## config.mk

```make
export PLATFORM = sky130hd
export DESIGN_NAME = stopwatch_counter_flat
export DESIGN_NICKNAME = d
export VERILOG_FILES = /design/src/rtl/stopwatch_counter_if.sv /design/src/rtl/stopwatch_counter.sv /design/src/flat_wrapper.sv
export SDC_FILE = /design/constraint.sdc
export NUM_CORES = 1
export LEC_CHECK = 0
export BUFFER_PORTS_ARGS = -buffer_cell sky130_fd_sc_hd__buf_4
export CAP_MARGIN = 5
export CORE_AREA = 2 2 109 111
export CTS_CLUSTER_SIZE = 14
export DETAILED_ROUTE_END_ITERATION = 8
export DIE_AREA = 0 0 111 113
export GPL_TIMING_DRIVEN = 0
export SLEW_MARGIN = 20
export SYNTH_ARGS = -nofsm -noshare
export SYNTH_HDL_FRONTEND = slang
export SYNTH_SLANG_ARGS = --single-unit
```

## constraint.sdc

```tcl
create_clock -name clk_i -period 3 [get_ports clk_i]
set_clock_uncertainty 0.05 [all_clocks]
set_input_delay 0.15 -clock clk_i [delete_from_list [all_inputs] [get_ports clk_i]]
set_output_delay 0.15 -clock clk_i [all_outputs]
set_load 0.01 [all_outputs]
```

## src/rtl/stopwatch_counter_if.sv

```systemverilog
// Control and display bundle between the stopwatch core and its surroundings.
// The master drives the slow tick and the one-cycle control pulses; the slave
// (the core) returns the BCD time and status flags.
interface stopwatch_counter_if;
    logic        tick_i;
    logic        start_stop_i;
    logic        clear_i;
    logic        lap_i;
    logic [23:0] time_o;
    logic        running_o;
    logic        lap_o;
    logic        wrap_o;

    modport master (
        output tick_i, start_stop_i, clear_i, lap_i,
        input  time_o, running_o, lap_o, wrap_o
    );

    modport slave (
        input  tick_i, start_stop_i, clear_i, lap_i,
        output time_o, running_o, lap_o, wrap_o
    );
endinterface

```

## src/rtl/stopwatch_counter.sv

```systemverilog
// BCD stopwatch core MM:SS.cc. Samples the 100 Hz divider output as data,
// counts one centisecond per rising edge while running, and supports
// start/stop, clear and a lap freeze of the displayed value.
module stopwatch_counter #(
    parameter int unsigned SYNC_STAGES  = 2,
    parameter int unsigned MAX_MIN_TENS = 5
) (
    input  logic               clk_i,
    input  logic               rst_i,
    stopwatch_counter_if.slave bus
);

    typedef enum logic {
        ST_STOPPED = 1'b0,
        ST_RUNNING = 1'b1
    } run_state_t;

    run_state_t             r_state;
    run_state_t             w_state_next;
    logic [SYNC_STAGES-1:0] r_sync;
    logic                   r_hist;
    logic                   w_rise;
    logic                   w_inc;
    logic                   w_rollover;
    logic [5:0][3:0]        r_live;
    logic [5:0][3:0]        w_live_next;
    logic [5:0][3:0]        r_lap_val;
    logic                   r_lap;
    logic                   w_lap_next;
    logic                   r_wrap;

    // Terminal value of each digit; index 0 is cs_ones, index 5 is min_tens.
    function automatic logic [3:0] digit_max(input int unsigned idx);
        case (idx)
            3:       digit_max = 4'd5;
            5:       digit_max = 4'(MAX_MIN_TENS);
            default: digit_max = 4'd9;
        endcase
    endfunction

    // Synchronise the asynchronous tick and keep one history flop for edge detection.
    always_ff @(posedge clk_i or posedge rst_i) begin
        if (rst_i) begin
            r_sync <= '0;
            r_hist <= 1'b0;
        end else begin
            r_sync <= {r_sync[SYNC_STAGES-2:0], bus.tick_i};
            r_hist <= r_sync[SYNC_STAGES-1];
        end
    end

    assign w_rise = r_sync[SYNC_STAGES-1] & ~r_hist;

    // Increment uses the run state before any coincident start/stop toggle.
    assign w_inc = w_rise & (r_state == ST_RUNNING) & ~bus.clear_i;

    // Run state and lap flag next-state; clear overrides every other control.
    always_comb begin
        w_state_next = r_state;
        w_lap_next   = r_lap;
        if (bus.clear_i) begin
            w_state_next = ST_STOPPED;
            w_lap_next   = 1'b0;
        end else begin
            if (bus.start_stop_i) begin
                w_state_next = (r_state == ST_RUNNING) ? ST_STOPPED : ST_RUNNING;
            end
            if (bus.lap_i) begin
                w_lap_next = ~r_lap;
            end
        end
    end

    // Ripple the carry through the six BCD digits; a carry out of min_tens is a rollover.
    always_comb begin : p_incr
        logic carry;
        carry       = w_inc;
        w_live_next = r_live;
        for (int unsigned i = 0; i < 6; i++) begin
            if (carry) begin
                if (r_live[3'(i)] == digit_max(i)) begin
                    w_live_next[3'(i)] = '0;
                end else begin
                    w_live_next[3'(i)] = r_live[3'(i)] + 4'd1;
                    carry              = 1'b0;
                end
            end
        end
        w_rollover = carry;
        if (bus.clear_i) begin
            w_live_next = '0;
        end
    end

    // Run state register.
    always_ff @(posedge clk_i or posedge rst_i) begin
        if (rst_i) begin
            r_state <= ST_STOPPED;
        end else begin
            r_state <= w_state_next;
        end
    end

    // Live digits, lap snapshot (taken pre-increment) and registered wrap pulse.
    always_ff @(posedge clk_i or posedge rst_i) begin
        if (rst_i) begin
            r_live    <= '0;
            r_lap_val <= '0;
            r_lap     <= 1'b0;
            r_wrap    <= 1'b0;
        end else begin
            r_live <= w_live_next;
            r_lap  <= w_lap_next;
            r_wrap <= w_rollover;
            if (bus.lap_i && !r_lap && !bus.clear_i) begin
                r_lap_val <= r_live;
            end
        end
    end

    assign bus.time_o    = r_lap ? r_lap_val : r_live;
    assign bus.running_o = (r_state == ST_RUNNING);
    assign bus.lap_o     = r_lap;
    assign bus.wrap_o    = r_wrap;

endmodule

```

## src/flat_wrapper.sv

```systemverilog
// flat-port wrapper written by rule: the top's interface ports become plain ports
module stopwatch_counter_flat 
#(
    parameter int unsigned SYNC_STAGES  = 2,
    parameter int unsigned MAX_MIN_TENS = 5
)
  (clk_i, rst_i, bus_tick_i, bus_start_stop_i, bus_clear_i, bus_lap_i, bus_time_o, bus_running_o, bus_lap_o, bus_wrap_o);
  stopwatch_counter_if bus_i ();
  input  logic clk_i;
  input  logic rst_i;
  input wire logic [$bits(bus_i.tick_i)-1:0] bus_tick_i;
  input wire logic [$bits(bus_i.start_stop_i)-1:0] bus_start_stop_i;
  input wire logic [$bits(bus_i.clear_i)-1:0] bus_clear_i;
  input wire logic [$bits(bus_i.lap_i)-1:0] bus_lap_i;
  output wire logic [$bits(bus_i.time_o)-1:0] bus_time_o;
  output wire logic [$bits(bus_i.running_o)-1:0] bus_running_o;
  output wire logic [$bits(bus_i.lap_o)-1:0] bus_lap_o;
  output wire logic [$bits(bus_i.wrap_o)-1:0] bus_wrap_o;
  assign bus_i.tick_i = bus_tick_i;
  assign bus_i.start_stop_i = bus_start_stop_i;
  assign bus_i.clear_i = bus_clear_i;
  assign bus_i.lap_i = bus_lap_i;
  assign bus_time_o = bus_i.time_o;
  assign bus_running_o = bus_i.running_o;
  assign bus_lap_o = bus_i.lap_o;
  assign bus_wrap_o = bus_i.wrap_o;
  stopwatch_counter #(.SYNC_STAGES(SYNC_STAGES), .MAX_MIN_TENS(MAX_MIN_TENS)) u_core (.clk_i(clk_i), .rst_i(rst_i), .bus(bus_i));
endmodule
```

==> results of run 1 <==
-- through the flow --
stage | cells | hold WS (ps) | instance area (sq um) | setup slack [ps]
detailed placement | 417 | 219 | 3190 | 939
global route | 427 | 99.4 | 3370 | 694
finish | 427 | 72.7 | 3370 | 839
floorplan | 242 | 131 | 2770 | 1150
CTS | 427 | 67.8 | 3370 | 783
global placement | 417 | 218 | 3190 | 705
-- routing by layer --
metal	routed length (um)	part of all wire
met5	0	0
met4	107	0.017
met3	257	0.041
met2	2830	0.45
met1	3100	0.49
-- cells in the mapped netlist --
| cell | number |
|---|---|
| nand4_4 | 1 |
| nand2b_1 | 2 |
| nand3_2 | 1 |
| a31o_2 | 2 |
| o21ai_0 | 17 |
| buf_2 | 2 |
| or2_2 | 1 |
| o311ai_0 | 1 |
| nor2_1 | 5 |
| nand3b_1 | 2 |
| or3b_1 | 1 |
| or3_1 | 5 |
| xor2_1 | 1 |
| a21oi_1 | 15 |
| buf_6 | 1 |
| and3_1 | 2 |
| dfrtp_1 | 54 |
| nor3b_1 | 2 |
| or4_1 | 9 |
| o41ai_1 | 1 |
| nor3_1 | 2 |
| nor2b_1 | 1 |
| and3b_1 | 5 |
| clkbuf_1 | 7 |
| nand3_1 | 8 |
| o211ai_1 | 1 |
| or4b_1 | 1 |
| and3b_2 | 1 |
| nor3b_2 | 1 |
| nand2_1 | 15 |
| a31oi_1 | 1 |
| ha_1 | 12 |
| o31ai_1 | 3 |
| inv_1 | 11 |
| o22ai_1 | 1 |
| mux2_2 | 42 |
| and4bb_4 | 1 |
| xnor2_1 | 3 |
| a21o_1 | 1 |
-- critical path: cells and delay by family, from the launching register on --
kind / cells / cell delay, ps
buf+inv: 3 / 910
mux: 1 / 420
flops: 1 / 340
-- cell families after synthesis --
group	share of synthesized area
buffers and inverters	0.0321
and+or+nand+nor	0.153
xor gates and xnor gates	0.0127
DFF	0.488
muxes	0.171
AOI/OAI and AO/OA	0.0886
adders and majority gates	0.0542
-- worst paths after layout --
kind	start	slack, ps	endpoint
setup / recovery	u_core.bus.lap_o	840	bus_time_o[23]
hold / removal	bus_lap_i	70	u_core.bus.lap_o
setup reg to reg	u_core.r_live[5]	890	u_core.r_live[15]
hold reg to reg	u_core.r_sync[0]	310	u_core.r_sync[1]
max in group asynchronous	rst_i	1980	u_core.r_live[0]
min in group asynchronous	rst_i	470	u_core.r_sync[0]
-- power by group through the flow --
stage	registers [mW]	logic [mW]	clock network (mW)
after floorplan	0.753	0.0588	0
final	0.740	0.0967	0.657
after detailed placement	0.754	0.0978	0
after CTS	0.739	0.101	0.678
after global placement	0.754	0.0973	0
after global routing	0.741	0.108	0.703
-- flip-flops by register name, summed over array words and instances, names as in the netlist --
name,flops
u_core.bus.running_o,1
u_core.r_live,24
u_core.r_lap_val,24
u_core.r_hist,1
u_core.r_sync,2
u_core.bus.lap_o,1
u_core.bus.wrap_o,1
-- area by class of cell --
| type | instances | area [sq um] | area share |
|---|---|---|---|
| buffer | 10 | 47.5 | 0.0141 |
| clock buffer | 7 | 133 | 0.0393 |
| clock inverter | 1 | 30.0 | 0.00891 |
| inverter | 11 | 43.8 | 0.0130 |
| multi-input combinational | 167 | 1330 | 0.394 |
| sequential | 54 | 1350 | 0.401 |
| tap | 143 | 179 | 0.0531 |
| timing repair buffer | 34 | 260 | 0.0772 |
==> reports/qor.csv, run 1 <==
stage;metric;value;unit
hold_path;min_path_type;primary input to register;
grt;grt_max_degree;55;
setup_path;cp_cell_sequence;clkbuf_1, clkbuf_1, mux2_2, buf_4;
setup_path;rr_worst_depth;7;
floorplanning;io_pins;33;
clock_tree;post_cts_buffers;0;
route;vias_per_cell;4.63;
power_and_ir_drop;leakagePower;1.55;nW
route;drt_iter0_markers;96;
clock_tree;cts_hold_buf;2;
route;post_drt_wl_per_cell;14.7;um
clock_tree;root_buffer;clkbuf_16;
power_and_ir_drop;clkPwrFrac;0.440;
logic_synthesis;synth.largest_area_cell;dfrtp_1;
timing;finalCriticalPeriod;2160;ps
setup_path;worstPathRequired;2800;ps
logic_synthesis;synth_seq_cells;54;
final_layout;nFillCells;1137;
logic_synthesis;synth.distinct_cells;39;
power_and_ir_drop;p_seq_frac;0.495;
final_layout;n_antenna_cell;0;
final_layout;drive_gt1_frac;0.324;
timing;fmax;463;MHz
run_status;status;finished clean;
clock_tree;cts_resized;0;
hold_path;hold_depth;3;
grt;use_met3;0.0204;
grt;grt_overflow;0;
setup_path;crit_fanout;10;
floorplanning;dieArea;0.0125;sq mm
clock_tree;cts_buffer_depth;2;
grt;antenna_found_initial;0;
clock_tree;clkSinkCount;54;
logic_synthesis;synth_top_area_share;0.488;
grt;grt_pass1_vias;2017;
timing;rsz0062_at_grt;false;
logic_synthesis;syn_avg_cell_area;11.4;sq um
power_and_ir_drop;p_sw_frac;0.221;
route;drcViolationCount;0;
logic_synthesis;netlist_area;0.00277;sq mm
clock_tree;htree_levels;2;
place;gp_congestion;0.765;
timing;slew_violations;0;
floorplanning;die_h;113;um
timing;finalSetupTns;0;ps
power_and_ir_drop;switchingPower;0.329;mW
timing;fin_crit_sh;0.720;
power_and_ir_drop;p_comb_frac;0.065;
clock_tree;clk_latency;290;ps
setup_path;cp-start-kind;register;
route;final_antenna_net_count;0;
timing;worst_pin_slew;686;ps
power_and_ir_drop;ir_worst_vdd;196;uV
setup_path;cpPeakStageDelay;560;ps
job;max-cap-violations;0;
grt;gr-usage-met1;0.144;
clock_tree;cts_tree;done;
timing;final_hold_viol_count;0;
setup_path;worstPathArrival;1960;ps
floorplanning;fp.coreArea;0.0113;sq mm
grt;use_met2;0.163;
setup_path;cpMostUsedCell;clkbuf_1;
grt;grt_use_total;0.105;
grt;grt_pass1_wl;10.5;mm
floorplanning;die_w;111;um
route;vias;1975;
power_and_ir_drop;intPower;1.16;mW
floorplanning;rows;39;
logic_synthesis;ys_warn_count;0;
setup_path;critPathSlowestCell;clkbuf_1;
final_layout;final_common_cell;dfrtp_1;
logic_synthesis;synthCells;242;
setup_path;critPathKind;register to output port;
place;io_buffers;32;
clock_tree;clk_pin_slew;70;ps
timing;setup_viol;0;
logic_synthesis;synth_nets;260;
final_layout;nets;301;
final_layout;area_growth;21.8;%
power_and_ir_drop;powerDensity;443;mW/mm^2
timing;relSlewSlack;0.543;
route;dr.pass1.iters;5;
grt;grt_busiest_layer;met2;
power_and_ir_drop;p_total;1.49;mW
route;routed_wl;6.29;mm
setup_path;crit_path_end_kind;output port;
final_layout;postLayoutCoreUtil;0.299;
place;place_hpwl;4.33;mm
clock_tree;cts-buffers-inserted;5;
floorplanning;initial_core_util;0.246;
logic_synthesis;synth_seq_area_share;0.488;
final_layout;final_cell_mix;dfrtp_1 (54), mux2_2 (42), buf_4 (32);
logic_synthesis;synthTopCellsByArea;dfrtp_1 (49%), mux2_2 (17%), ha_1 (5.4%), o21ai_0 (3.1%), a21oi_1 (2.7%);
(Power assumes the default switching activity.)
==> inputs of run 2 (changes only) <==
Settings changed: ABC_AREA from default to 1, CORE_AREA 2 2 109 111 to 2 2 108 110, DIE_AREA 0 0 111 113 to 0 0 110 112.
Clock period 3 ns to 2.19 ns, I/O delays scaled along.
==> reports/qor.csv, run 2 <==
stage;metric;value;unit
floorplanning;io_pins;33;
timing;slew_violations;0;
grt;use_met2;0.160;
logic_synthesis;synthCells;320;
route;final_antenna_net_count;0;
power_and_ir_drop;ir_worst_vdd;275;uV
grt;use_met3;0.0281;
clock_tree;root_buffer;clkbuf_16;
place;gp_congestion;0.791;
final_layout;final_cell_mix;nand2_1 (80), o21ai_0 (60), dfrtp_1 (54);
power_and_ir_drop;p_sw_frac;0.257;
grt;grt_overflow;0;
setup_path;crit_fanout;10;
setup_path;cp-start-kind;register;
power_and_ir_drop;clkPwrFrac;0.358;
setup_path;critPathSlowestCell;dfrtp_1;
clock_tree;post_cts_buffers;0;
floorplanning;rows;39;
power_and_ir_drop;intPower;1.60;mW
route;drcViolationCount;0;
clock_tree;cts_tree;done;
setup_path;worstPathRequired;2030;ps
timing;rsz0062_at_grt;false;
timing;relSlewSlack;0.553;
power_and_ir_drop;p_seq_frac;0.510;
final_layout;postLayoutCoreUtil;0.296;
final_layout;reg_top3;u_core.r_lap_val: 24 flops, u_core.r_live: 24 flops, u_core.r_sync: 2 flops;
floorplanning;fp.coreArea;0.0112;sq mm
logic_synthesis;syn_avg_cell_area;8.48;sq um
grt;antenna_found_initial;0;
route;vias;2273;
hold_path;min_path_type;primary input to register;
final_layout;final_common_cell;nand2_1;
route;routed_wl;6.54;mm
clock_tree;cts_buffer_depth;2;
logic_synthesis;synthTopCellsByArea;dfrtp_1 (50%), nand2_1 (11%), o21ai_0 (11%), ha_1 (5.5%), inv_1 (4.6%);
power_and_ir_drop;leakagePower;1.53;nW
final_layout;drive_gt1_frac;0.144;
logic_synthesis;synth.largest_area_cell;dfrtp_1;
timing;fmax;494;MHz
final_layout;nFillCells;1165;
setup_path;cpPeakStageDelay;420;ps
floorplanning;die_h;112;um
logic_synthesis;yosys-top-cells-count;nand2_1 (80), o21ai_0 (60), dfrtp_1 (54), inv_1 (33), nand3_1 (18);
logic_synthesis;ys_warn_count;0;
power_and_ir_drop;p_comb_frac;0.132;
clock_tree;htree_levels;2;
job;max-cap-violations;0;
logic_synthesis;synth-main-ff-cell;dfrtp_1;
route;post_drt_wl_per_cell;13.0;um
floorplanning;initial_core_util;0.243;
setup_path;crit_path_end_kind;output port;
logic_synthesis;synth.distinct_cells;23;
final_layout;nets;380;
setup_path;r2r_slack;380;ps
timing;fin_crit_sh;0.924;
final_layout;area_growth;21.9;%
setup_path;cp_cell_sequence;clkbuf_1, clkbuf_2, nand2_1, o21ai_0, buf_4;
logic_synthesis;yosysMostFrequentCell;nand2_1;
logic_synthesis;netlist_area;0.00271;sq mm
logic_synthesis;synth_edf_count;0;
timing;setup_viol;0;
setup_path;worstPathArrival;1860;ps
logic_synthesis;ys_async_sr_fraction;1.00;
grt;grt_max_degree;55;
setup_path;critPathKind;register to output port;
floorplanning;dieArea;0.0123;sq mm
grt;grt_pass1_wl;10.6;mm
floorplanning;die_w;110;um
clock_tree;clkSinkCount;54;
timing;worst_pin_slew;670;ps
final_layout;n_antenna_cell;0;
clock_tree;clk_latency;290;ps
logic_synthesis;synth_seq_area_share;0.498;
grt;gr-usage-met1;0.157;
grt;grt_pass1_vias;2130;
timing;finalSetupTns;0;ps
run_status;status;finished clean;
place;place_hpwl;4.77;mm
power_and_ir_drop;powerDensity;651;mW/mm^2
logic_synthesis;synth_nets;338;
grt;grt_busiest_layer;met2;
logic_synthesis;synth_seq_cells;54;
route;dr.pass1.iters;4;
clock_tree;cts-buffers-inserted;5;
timing;final_hold_viol_count;0;
timing;finalCriticalPeriod;2020;ps
clock_tree;clk_pin_slew;60;ps
route;vias_per_cell;4.51;
power_and_ir_drop;switchingPower;0.554;mW
logic_synthesis;synth_top_area_share;0.498;
grt;grt_use_total;0.111;
place;io_buffers;31;
route;drt_iter0_markers;146;
## run 2: path summary, 6_finish.rpt
check	start	endpoint	cells past startpoint
setup / recovery	u_core.bus.lap_o	bus_time_o[12]	5
hold / removal	bus_clear_i	u_core.r_live[14]	4
setup reg to reg	u_core.r_live[5]	u_core.r_live[23]	10
hold reg to reg	u_core.r_sync[0]	u_core.r_sync[1]	0
max in group asynchronous	rst_i	u_core.r_sync[0]	3
min in group asynchronous	rst_i	u_core.r_lap_val[2]	3
## run 2: timing repair
item                       4_1_cts  5_1_grt
setup endpoints to repair        5        0
hold buffers                     4        0
gates resized for setup          1        0
hold endpoints to repair        57        0
## run 2: stage by stage
| step | power (mW) | hold WS [ps] | instance area (sq um) | std cells | worst slack [ps] |
|---|---|---|---|---|---|
| 2_1_floorplan | 1.28 | 90.9 | 2710 | 320 | 639 |
| 6_report | 2.15 | 112 | 3310 | 504 | 167 |
| 3_5_place_dp | 1.40 | 174 | 3130 | 494 | 273 |
| 4_1_cts | 2.18 | 110 | 3310 | 504 | 147 |
| 5_1_grt | 2.26 | 131 | 3310 | 504 | 24.0 |
| 3_3_place_gp | 1.39 | 172 | 3130 | 494 | -56.1 |
## run 2: cell type report
| cell class | instances | area (sq um) | share of cell area |
|---|---|---|---|
| Clock buffer | 6 | 139 | 0.0420 |
| Buffer | 13 | 68.8 | 0.0208 |
| Sequential cell | 54 | 1350 | 0.408 |
| Timing Repair Buffer | 35 | 273 | 0.0825 |
| Tap cell | 143 | 179 | 0.0541 |
| Multi-Input combinational cell | 220 | 1170 | 0.354 |
| Inverter | 33 | 126 | 0.0382 |
## run 2: logic make-up after synthesis
logic type	synth area share
flops	0.498
xor+xnor	0.0290
compound gates	0.136
fa+ha+maj	0.0553
buf+inv	0.0705
simple gates	0.211
## run 2: critical path, delay by kind of cell, from the launching register on
kind | cells | cell delay [ps]
AOI/OAI and AO/OA | 1 | 140
buffers and inverters | 3 | 940
and+or+nand+nor | 1 | 70
DFF | 1 | 420
## run 2: layer usage
layer	vias up	part of all wire	wire length, um
met2	42	0.45	2920
met4	0	0.032	212
met1	1082	0.48	3110
met3	15	0.045	294
met5	-	0	0
li1	1134	-	-
## run 2: power by group through the flow
stage | registers (mW) | clock network [mW] | logic [mW]
3_5_place_dp | 1.12 | 0 | 0.283
4_1_cts | 1.10 | 0.796 | 0.291
5_1_grt | 1.11 | 0.831 | 0.324
3_3_place_gp | 1.11 | 0 | 0.275
6_report | 1.10 | 0.772 | 0.284
2_1_floorplan | 1.11 | 0 | 0.174
